<file path="config.mk">
export PLATFORM = sky130hd
export DESIGN_NAME = mini_calc3_core
export DESIGN_NICKNAME = d
export VERILOG_FILES = /design/src/rtl/mini_calc3_core.sv
export SDC_FILE = /design/constraint.sdc
export NUM_CORES = 1
export LEC_CHECK = 0
export CAP_MARGIN = 25
export CORE_MARGIN = 4
export CORE_UTILIZATION = 45
export DETAILED_ROUTE_END_ITERATION = 6
export GPL_TIMING_DRIVEN = 1
export PLACE_DENSITY = 0.59
export SYNTH_ARGS = -nofsm -noshare
export SYNTH_HDL_FRONTEND = slang
export SYNTH_SLANG_ARGS = --single-unit
</file>
<file path="constraint.sdc">
create_clock -name Clk -period 13.69 [get_ports Clk]
set_clock_uncertainty 0.05 [all_clocks]
set_input_delay 2.738 -clock Clk [delete_from_list [all_inputs] [get_ports Clk]]
set_output_delay 2.738 -clock Clk [all_outputs]
set_load 0.02 [all_outputs]
</file>
<file path="src/rtl/mini_calc3_core.sv">
// Stack-machine arithmetic core: 8-bit opcodes executed against an internal LIFO,
// with precheck faults, optional saturating arithmetic and a flow-controlled dump port.
module mini_calc3_core #(
  parameter int unsigned DATA_WIDTH      = 8,
  parameter int unsigned STACK_ADDR_SIZE = 3,
  parameter bit          SATURATE        = 1'b0
) (
  input  logic                       Clk,
  input  logic                       Reset,
  input  logic [7:0]                 Instruction,
  input  logic [DATA_WIDTH-1:0]      InputA,
  input  logic                       Execute,
  output logic                       Ready,
  output logic [DATA_WIDTH-1:0]      StackTop,
  output logic [STACK_ADDR_SIZE:0]   Depth,
  output logic                       StackEmpty,
  output logic                       StackFull,
  output logic                       OperationalError,
  output logic [2:0]                 ErrorCode,
  output logic [DATA_WIDTH-1:0]      DumpData,
  output logic                       DumpValid,
  output logic                       DumpLast,
  input  logic                       DumpNext
);

  localparam int unsigned Entries = 2 ** STACK_ADDR_SIZE;

  localparam logic [STACK_ADDR_SIZE:0]   DepthFull = {1'b1, {STACK_ADDR_SIZE{1'b0}}};
  localparam logic [STACK_ADDR_SIZE:0]   DepthOne  = {{STACK_ADDR_SIZE{1'b0}}, 1'b1};
  localparam logic [STACK_ADDR_SIZE:0]   DepthTwo  = {{(STACK_ADDR_SIZE - 1){1'b0}}, 2'b10};
  localparam logic [STACK_ADDR_SIZE-1:0] AddrZero  = {STACK_ADDR_SIZE{1'b0}};

  localparam logic [7:0] OpNop  = 8'h0F;
  localparam logic [7:0] OpPush = 8'h01;
  localparam logic [7:0] OpPop  = 8'h02;
  localparam logic [7:0] OpDup  = 8'h03;
  localparam logic [7:0] OpAdd  = 8'h04;
  localparam logic [7:0] OpSub  = 8'h05;
  localparam logic [7:0] OpMul  = 8'h06;
  localparam logic [7:0] OpDump = 8'h07;
  localparam logic [7:0] OpDiv  = 8'h08;
  localparam logic [7:0] OpSwap = 8'h09;
  localparam logic [7:0] OpMod  = 8'h0A;
  localparam logic [7:0] OpCls  = 8'h80;

  localparam logic [2:0] ErrNone      = 3'd0;
  localparam logic [2:0] ErrUnderflow = 3'd1;
  localparam logic [2:0] ErrOverflow  = 3'd2;
  localparam logic [2:0] ErrDivZero   = 3'd3;
  localparam logic [2:0] ErrIllegal   = 3'd4;

  typedef enum logic [1:0] {StIdle, StFetch, StExec, StDump} state_e;

  state_e                      state_q;
  logic [7:0]                  op_q;
  logic [DATA_WIDTH-1:0]       opa_q, opb_q;
  logic [STACK_ADDR_SIZE-1:0]  dump_idx_q;

  logic [DATA_WIDTH-1:0]       stack_mem [Entries];

  logic                        accept;
  logic [2:0]                  pre_err;
  logic [STACK_ADDR_SIZE-1:0]  addr_push, addr_top, addr_next, dump_nxt;
  logic [DATA_WIDTH-1:0]       top_rd, next_rd;

  logic [DATA_WIDTH:0]         sum;
  logic [2*DATA_WIDTH-1:0]     prod;
  logic                        div_zero;
  logic [DATA_WIDTH-1:0]       result;

  logic                        wr0_en, wr1_en;
  logic [STACK_ADDR_SIZE-1:0]  wr0_addr, wr1_addr;
  logic [DATA_WIDTH-1:0]       wr0_data, wr1_data;

  assign StackEmpty = (Depth == '0);
  assign StackFull  = (Depth == DepthFull);

  assign accept    = Execute && Ready && (state_q == StIdle);
  // A full stack wraps the low address bits to 0, but PUSH/DUP fault there anyway.
  assign addr_push = Depth[STACK_ADDR_SIZE-1:0];
  assign addr_top  = addr_push - 1'b1;
  assign addr_next = addr_push - 2'd2;
  assign top_rd    = stack_mem[addr_top];
  assign next_rd   = stack_mem[addr_next];
  assign dump_nxt  = dump_idx_q + 1'b1;

  always_comb begin
    pre_err = ErrNone;
    case (Instruction)
      OpNop, OpDump, OpCls: pre_err = ErrNone;
      OpPush: if (StackFull) pre_err = ErrOverflow;
      OpPop:  if (StackEmpty) pre_err = ErrUnderflow;
      OpDup: begin
        if (StackFull) pre_err = ErrOverflow;
        else if (StackEmpty) pre_err = ErrUnderflow;
      end
      OpAdd, OpSub, OpMul, OpDiv, OpSwap, OpMod: begin
        if (Depth < DepthTwo) pre_err = ErrUnderflow;
      end
      default: pre_err = ErrIllegal;
    endcase
  end

  always_comb begin
    sum      = {1'b0, opa_q} + {1'b0, opb_q};
    prod     = {{DATA_WIDTH{1'b0}}, opa_q} * {{DATA_WIDTH{1'b0}}, opb_q};
    div_zero = (opb_q == '0);
    result   = '0;
    case (op_q)
      OpAdd: result = (SATURATE && sum[DATA_WIDTH]) ? '1 : sum[DATA_WIDTH-1:0];
      OpSub: result = (SATURATE && (opa_q < opb_q)) ? '0 : opa_q - opb_q;
      OpMul: begin
        result = (SATURATE && (prod[2*DATA_WIDTH-1:DATA_WIDTH] != '0)) ? '1
                                                                       : prod[DATA_WIDTH-1:0];
      end
      OpDiv: result = div_zero ? '0 : opa_q / opb_q;
      OpMod: result = div_zero ? '0 : opa_q % opb_q;
      default: result = '0;
    endcase
  end

  // Two write ports so SWAP can exchange both entries on the EXEC edge.
  always_comb begin
    wr0_en   = 1'b0;
    wr0_addr = addr_push;
    wr0_data = InputA;
    wr1_en   = 1'b0;
    wr1_addr = addr_next;
    wr1_data = opa_q;
    if (accept && (pre_err == ErrNone)) begin
      if (Instruction == OpPush) begin
        wr0_en = 1'b1;
      end else if (Instruction == OpDup) begin
        wr0_en   = 1'b1;
        wr0_data = top_rd;
      end
    end
    if (state_q == StExec) begin
      case (op_q)
        OpSwap: begin
          wr0_en   = 1'b1;
          wr0_addr = addr_top;
          wr0_data = opb_q;
          wr1_en   = 1'b1;
        end
        OpAdd, OpSub, OpMul: begin
          wr0_en   = 1'b1;
          wr0_addr = addr_next;
          wr0_data = result;
        end
        OpDiv, OpMod: begin
          wr0_en   = !div_zero;
          wr0_addr = addr_next;
          wr0_data = result;
        end
        default: wr0_en = 1'b0;
      endcase
    end
  end

  always_ff @(posedge Clk) begin
    if (wr0_en) stack_mem[wr0_addr] <= wr0_data;
    if (wr1_en) stack_mem[wr1_addr] <= wr1_data;
  end

  always_ff @(posedge Clk or posedge Reset) begin
    if (Reset) begin
      state_q          <= StIdle;
      op_q             <= OpNop;
      opa_q            <= '0;
      opb_q            <= '0;
      dump_idx_q       <= '0;
      Ready            <= 1'b1;
      StackTop         <= '0;
      Depth            <= '0;
      OperationalError <= 1'b0;
      ErrorCode        <= ErrNone;
      DumpData         <= '0;
      DumpValid        <= 1'b0;
      DumpLast         <= 1'b0;
    end else begin
      case (state_q)
        StIdle: begin
          if (accept) begin
            op_q             <= Instruction;
            OperationalError <= (pre_err != ErrNone);
            ErrorCode        <= pre_err;
            if (pre_err == ErrNone) begin
              case (Instruction)
                OpPush: begin
                  Depth    <= Depth + 1'b1;
                  StackTop <= InputA;
                end
                OpPop: begin
                  Depth    <= Depth - 1'b1;
                  StackTop <= (Depth >= DepthTwo) ? next_rd : '0;
                end
                OpDup: Depth <= Depth + 1'b1;
                OpCls: begin
                  Depth    <= '0;
                  StackTop <= '0;
                end
                OpDump: begin
                  if (!StackEmpty) begin
                    state_q    <= StDump;
                    Ready      <= 1'b0;
                    dump_idx_q <= AddrZero;
                    DumpValid  <= 1'b1;
                    DumpData   <= stack_mem[AddrZero];
                    DumpLast   <= (Depth == DepthOne);
                  end
                end
                OpAdd, OpSub, OpMul, OpDiv, OpSwap, OpMod: begin
                  state_q <= StFetch;
                  Ready   <= 1'b0;
                end
                default: ;
              endcase
            end
          end
        end
        StFetch: begin
          opa_q   <= top_rd;
          opb_q   <= next_rd;
          state_q <= StExec;
        end
        StExec: begin
          state_q <= StIdle;
          Ready   <= 1'b1;
          if (op_q == OpSwap) begin
            StackTop <= opb_q;
          end else if (((op_q == OpDiv) || (op_q == OpMod)) && div_zero) begin
            OperationalError <= 1'b1;
            ErrorCode        <= ErrDivZero;
          end else begin
            Depth    <= Depth - 1'b1;
            StackTop <= result;
          end
        end
        StDump: begin
          if (DumpNext) begin
            if (DumpLast) begin
              state_q   <= StIdle;
              Ready     <= 1'b1;
              DumpValid <= 1'b0;
              DumpLast  <= 1'b0;
              DumpData  <= '0;
            end else begin
              dump_idx_q <= dump_nxt;
              DumpData   <= stack_mem[dump_nxt];
              DumpLast   <= ({1'b0, dump_nxt} == (Depth - 1'b1));
            end
          end
        end
        default: state_q <= StIdle;
      endcase
    end
  end

endmodule

</file>
# [After elaboration in Yosys (flattened, before gate mapping)]
# Memory sizes are Yosys's and may differ from the RTL's.
# Cells that the tools add are included.
# Widths: inputs -> output; s select.
[classes] muxes=89 mul=1 n_reduce_logical=29 eq_ne=39 n_lt_le_gt_ge=2 n_div=2 add_sub_neg=7
[ops] op="$mux 8" count=17
[ops] op="$eq 8x3->1 const B" count=7
[ops] op="$eq 8x4->1 const B" count=7
[ops] op="$pmux 8 s2" count=3
[ops] op="$pmux 8 s5" count=1
[ops] op="$mux 3" count=11
[ops] op="$mux 1" count=32
[ops] op="$pmux 8 s3" count=1
[ops] op="$reduce_and 7->1" count=3
[ops] op="$pmux 3 s2" count=3
[ops] op="$reduce_and 6->1" count=3
[ops] op="$eq 8x2->1 const B" count=2
[ops] op="$mux 4" count=4
[ops] op="$pmux 3 s5" count=1
[ops] op="$ne 2x2->1 const B" count=7
[ops] op="$mux 2" count=6
[ops] op="$pmux 4 s3" count=1
[ops] op="$pmux 1 s2" count=5
[ops] op="$add 8x8->8" count=1
[ops] op="$div 8x8->8" count=1
[ops] op="$eq 8x1->1 const B" count=1
[ops] op="$eq 8x8->1 const B" count=1
[ops] op="$logic_not 8->1" count=1
[ops] op="$mod 8x8->8" count=1
[ops] op="39 further kinds" count=49
[word_totals] memories=1 inputBits=20 output_inout_bits=29 mem_bits_rw=64 ff_bits=56 elab_cells=183
[mem_list] memory="stack_mem" depth=8 width=8 read_ports=4 rd_ports_with_merged_regs=0 wr=2 line="59" source="logic [DATA_WIDTH-1:0] stack_mem [Entries];"

# [Logic depth before layout (Yosys ltp)]
[logic_depth] ltp_word=10 mapped_depth=53 mapped_depth_nobuf=50

# [Worst setup path after synthesis]
# No wires, ideal clock.
[synth_timing] path_kind="register -> register" from="register opb_q[4]" to="memory stack_mem[0][2], data pin" setup_slack_ps=2167 setup_ps=260 stages_incl_launch_ff=51 arrival_ps=11213 required_ps=13380 synth_period_minus_slack_ps=11523 n_path_buf=4 path_cell_list="dfrtp_1 -> buf_6 -> nor4_4 -> a31oi_1 -> a31oi_1 -> ha_1 -> o21a_1 -> o211ai_1 -> nand2_1 -> o31ai_1 -> ha_1 -> a21oi_1 -> a211oi_4 -> or3b_2 -> nand2_1 -> ha_1 -> or3_1 -> a221oi_1 -> (+15 left out) -> ha_1 -> a21o_1 -> a21oi_1 -> o2bb2ai_1 -> buf_2 -> nor2_1 -> a21oi_1 -> inv_1 -> fa_1 -> nor2b_1 -> o2111ai_1 -> a311oi_1 -> or2_2 -> buf_4 -> nor3_1 -> a2111oi_0 -> o21ai_2 -> mux2_2"
[synth_lines] item="start: declaration" line="56" source="logic [DATA_WIDTH-1:0] opa_q, opb_q;"
[synth_lines] item="start signal: assignment" line="224" source="opb_q <= next_rd;"
[synth_lines] item="end: declaration" line="59"

==> flow_summary.json <==
{
  "synth.distinct_cells": 95,
  "fin_crit_sh": 0.946,
  "layout.cells.non_filler": 1518,
  "drv_cap": 0,
  "die_y_um": 166,
  "clk_latency_ns": 0.43,
  "core_area_mm2": 0.0245,
  "worst-endpoint-required_ns": 13.77,
  "hp-class": "flop to flop",
  "area_growth_pct": 12.6,
  "ir_worst_vdd_uv": 83.4,
  "synth_seq_area_share": 0.296,
  "syn_area_mm2": 0.0112,
  "nets": 1289,
  "htreeDepth": 4,
  "timing.critical_path.mode_cell": "ha_1",
  "drive_gt1_frac": 0.177,
  "post_cts_resized": 0,
  "path_clk_slew_ns": 0.06,
  "grt-ovfl-total": 0,
  "cp-end-kind": "flop",
  "diodes": 0,
  "layout_commonest_cell": "nor2_1",
  "synthesis.nets": 1270,
  "setup_violations": 0,
  "slew_viol_final": 0,
  "die_area_mm2": 0.0276,
  "n_fill_cell": 2202,
  "cts_made_buffers": 17,
  "r2r-start": "opb_q[0]$_DFFE_PP0P_",
  "dr.pass1.iters": 6,
  "p_per_area_mw_per_mm2": 69.3,
  "totalWireLength_um": 36500,
  "routedWlPerCell_um": 24.0,
  "grt_first_pass_wirelength_um": 56000,
  "final_util": 0.517,
  "start_util": 0.459,
  "cts-root-buf": "clkbuf_16",
  "slew-limit-headroom": 0.307,
  "cp.arrival_ns": 13.03,
  "crit_start": "opb_q[0]$_DFFE_PP0P_",
  "boundaryPins": 49,
  "hold_viol": 0,
  "dr.first_iter.drc_count": 1020,
  "crit_fanout": 19,
  "power.total_uw": 877,
  "grt_max_degree": 57,
  "grt_usage": 0.259,
  "cts_tree": "done",
  "worstSetupStartpointType": "flop",
  "regArea_mm2": 0.00333,
  "cts_setup_buffers": 0,
  "netlist_instances": 1162,
  "final_cell_mix": "nor2_1 (120), nand2_1 (84), ha_1 (74)",
  "hpwl_um": 26300,
  "viasPerCell": 6.39,
  "fin_tns_setup_ns": 0,
  "hold_buffers": 0,
  "async_flop_share": 0.467,
  "yosysWarnings": 0,
  "p_leak_uw": 0.00502,
  "post-route-min-period_ns": 12.95,
  "drc_errors": 0,
  "synth-seq-cells": 120,
  "first_global_vias": 9326,
  "multiInputGateArea_mm2": 0.00744,
  "dr_total_vias": 9703,
  "num_rows": 57,
  "worstHoldStart": "op_q[4]$_DFFE_PP0P_",
  "globalplace.congestion": 0.949,
  "synth_edf_count": 64,
  "tightest_slew_ns": 1.04,
  "numPlacedInstances": 1486,
  "grt_setup_unrepaired": "no",
  "status": "finished clean",
  "postRouteAntennaNets": 0,
  "clockBufferDepth": 2,
  "worstSetupPathType": "flop to flop",
  "synthFlopType": "edfxtp_1",
  "max_freq_ghz": 0.0772,
  "fin_hold_ws_ns": 0.450,
  "slowest_delay_ns": 0.71,
  "placement.io_buffers": 48,
  "cts_sinks": 120,
  "crit_slowest_cell": "a221oi_2",
  "antenna_found_initial": 0,
  "die_x_um": 166,
  "syn-mean-instance-area_um2": 9.67
}
-- report_power, final --
group	internal (uW)	switching (uW)
Sequential	381	0
Combinational	14.7	16.8
Clock	287	178
Total	682	194
-- final cells by class --
| class | count | share of cell area |
|---|---|---|
| Timing Repair Buffer | 72 | 0.0525 |
| Sequential cell | 120 | 0.263 |
| Clock buffer | 21 | 0.0348 |
| Tap cell | 324 | 0.0320 |
| Inverter | 57 | 0.0172 |
| Clock inverter | 11 | 0.0118 |
| Multi-Input combinational cell | 913 | 0.588 |
-- registers in the layout (all words and copies together), names as in the netlist, 2 cells and up --
| name | count |
|---|---|
| Depth | 4 |
| DumpData | 8 |
| ErrorCode | 3 |
| StackTop | 8 |
| dump_idx_q | 3 |
| op_q | 8 |
| opa_q | 8 |
| opb_q | 8 |
| stack_mem | 64 |
| state_q | 2 |
-- cell families (layout without fill, tap and decap cells) --
| kind of cell | after synthesis | after routing | synth area share |
|---|---|---|---|
| and+or+nand+nor | 355 | 355 | 0.155 |
| DFF | 120 | 120 | 0.296 |
| adders and majority gates | 88 | 88 | 0.107 |
| xor gates and xnor gates | 48 | 48 | 0.0399 |
| buffers and inverters | 129 | 161 | 0.0455 |
| AOI/OAI and AO/OA | 293 | 293 | 0.180 |
| muxes | 129 | 129 | 0.175 |
-- final timing paths --
| check | to | slack, ns | cells after the start |
|---|---|---|---|
| max | stack_mem[7][4]$_DFFE_PP_ | 0.74 | 45 |
| min reg2reg | op_q[4]$_DFFE_PP0P_ | 0.45 | 1 |
| max reg2reg | stack_mem[7][4]$_DFFE_PP_ | 0.74 | 45 |
| min | op_q[4]$_DFFE_PP0P_ | 0.45 | 1 |
| max in group asynchronous | opb_q[0]$_DFFE_PP0P_ | 10.21 | 3 |
| min in group asynchronous | op_q[6]$_DFFE_PP0P_ | 2.80 | 3 |
-- layer usage --
| layer | vias to the layer above | track usage | part of all wire |
|---|---|---|---|
| li1 | 4409 | - | - |
| met1 | 4773 | 0.354 | 0.43 |
| met2 | 452 | 0.418 | 0.47 |
| met3 | 69 | 0.0567 | 0.078 |
| met4 | 0 | 0.0732 | 0.026 |
| met5 | - | 0 | 0 |
-- synth_stat cells, drive strengths merged, types with 8 or more instances --
cell | count | area, um^2
nor2b | 12 | 75.1
nand3 | 20 | 100
a21oi | 68 | 340
o21a | 14 | 113
nor3 | 28 | 140
mux2 | 61 | 691
a21o | 9 | 67.6
buf | 14 | 80.1
inv | 54 | 203
xor2 | 13 | 114
ha | 74 | 926
edfxtp | 64 | 1920
a31oi | 37 | 246
clkbuf | 58 | 218
or3 | 13 | 81.3
and2 | 12 | 76.3
mux4 | 48 | 1080
o22ai | 10 | 62.6
dfrtp | 51 | 1280
nor2 | 121 | 454
nand2b | 15 | 93.8
a22oi | 8 | 60.1
xnor2 | 33 | 289
o21ai | 60 | 308
fa | 14 | 280
nand2 | 85 | 322
mux2i | 20 | 200
-- through the flow --
| step | setup WS, ns | area, um^2 |
|---|---|---|
| 2_1_floorplan | 2.17 | 11200 |
| 3_3_place_gp | 0.838 | 12000 |
| 3_5_place_dp | 0.469 | 12000 |
| 4_1_cts | 0.434 | 12600 |
| 5_1_grt | 0.0509 | 12700 |
| 6_report | 0.743 | 12700 |
-- worst max-delay path: cells and delay by family, from the launching register on --
family | cells | cell delay, ns
AOI/OAI and AO/OA | 24 | 6.07
adders and majority gates | 8 | 2.58
and+or+nand+nor | 8 | 2.10
buffers and inverters | 3 | 0.64
muxes | 2 | 0.62
DFF | 1 | 0.59
(Power assumes the default switching activity.)
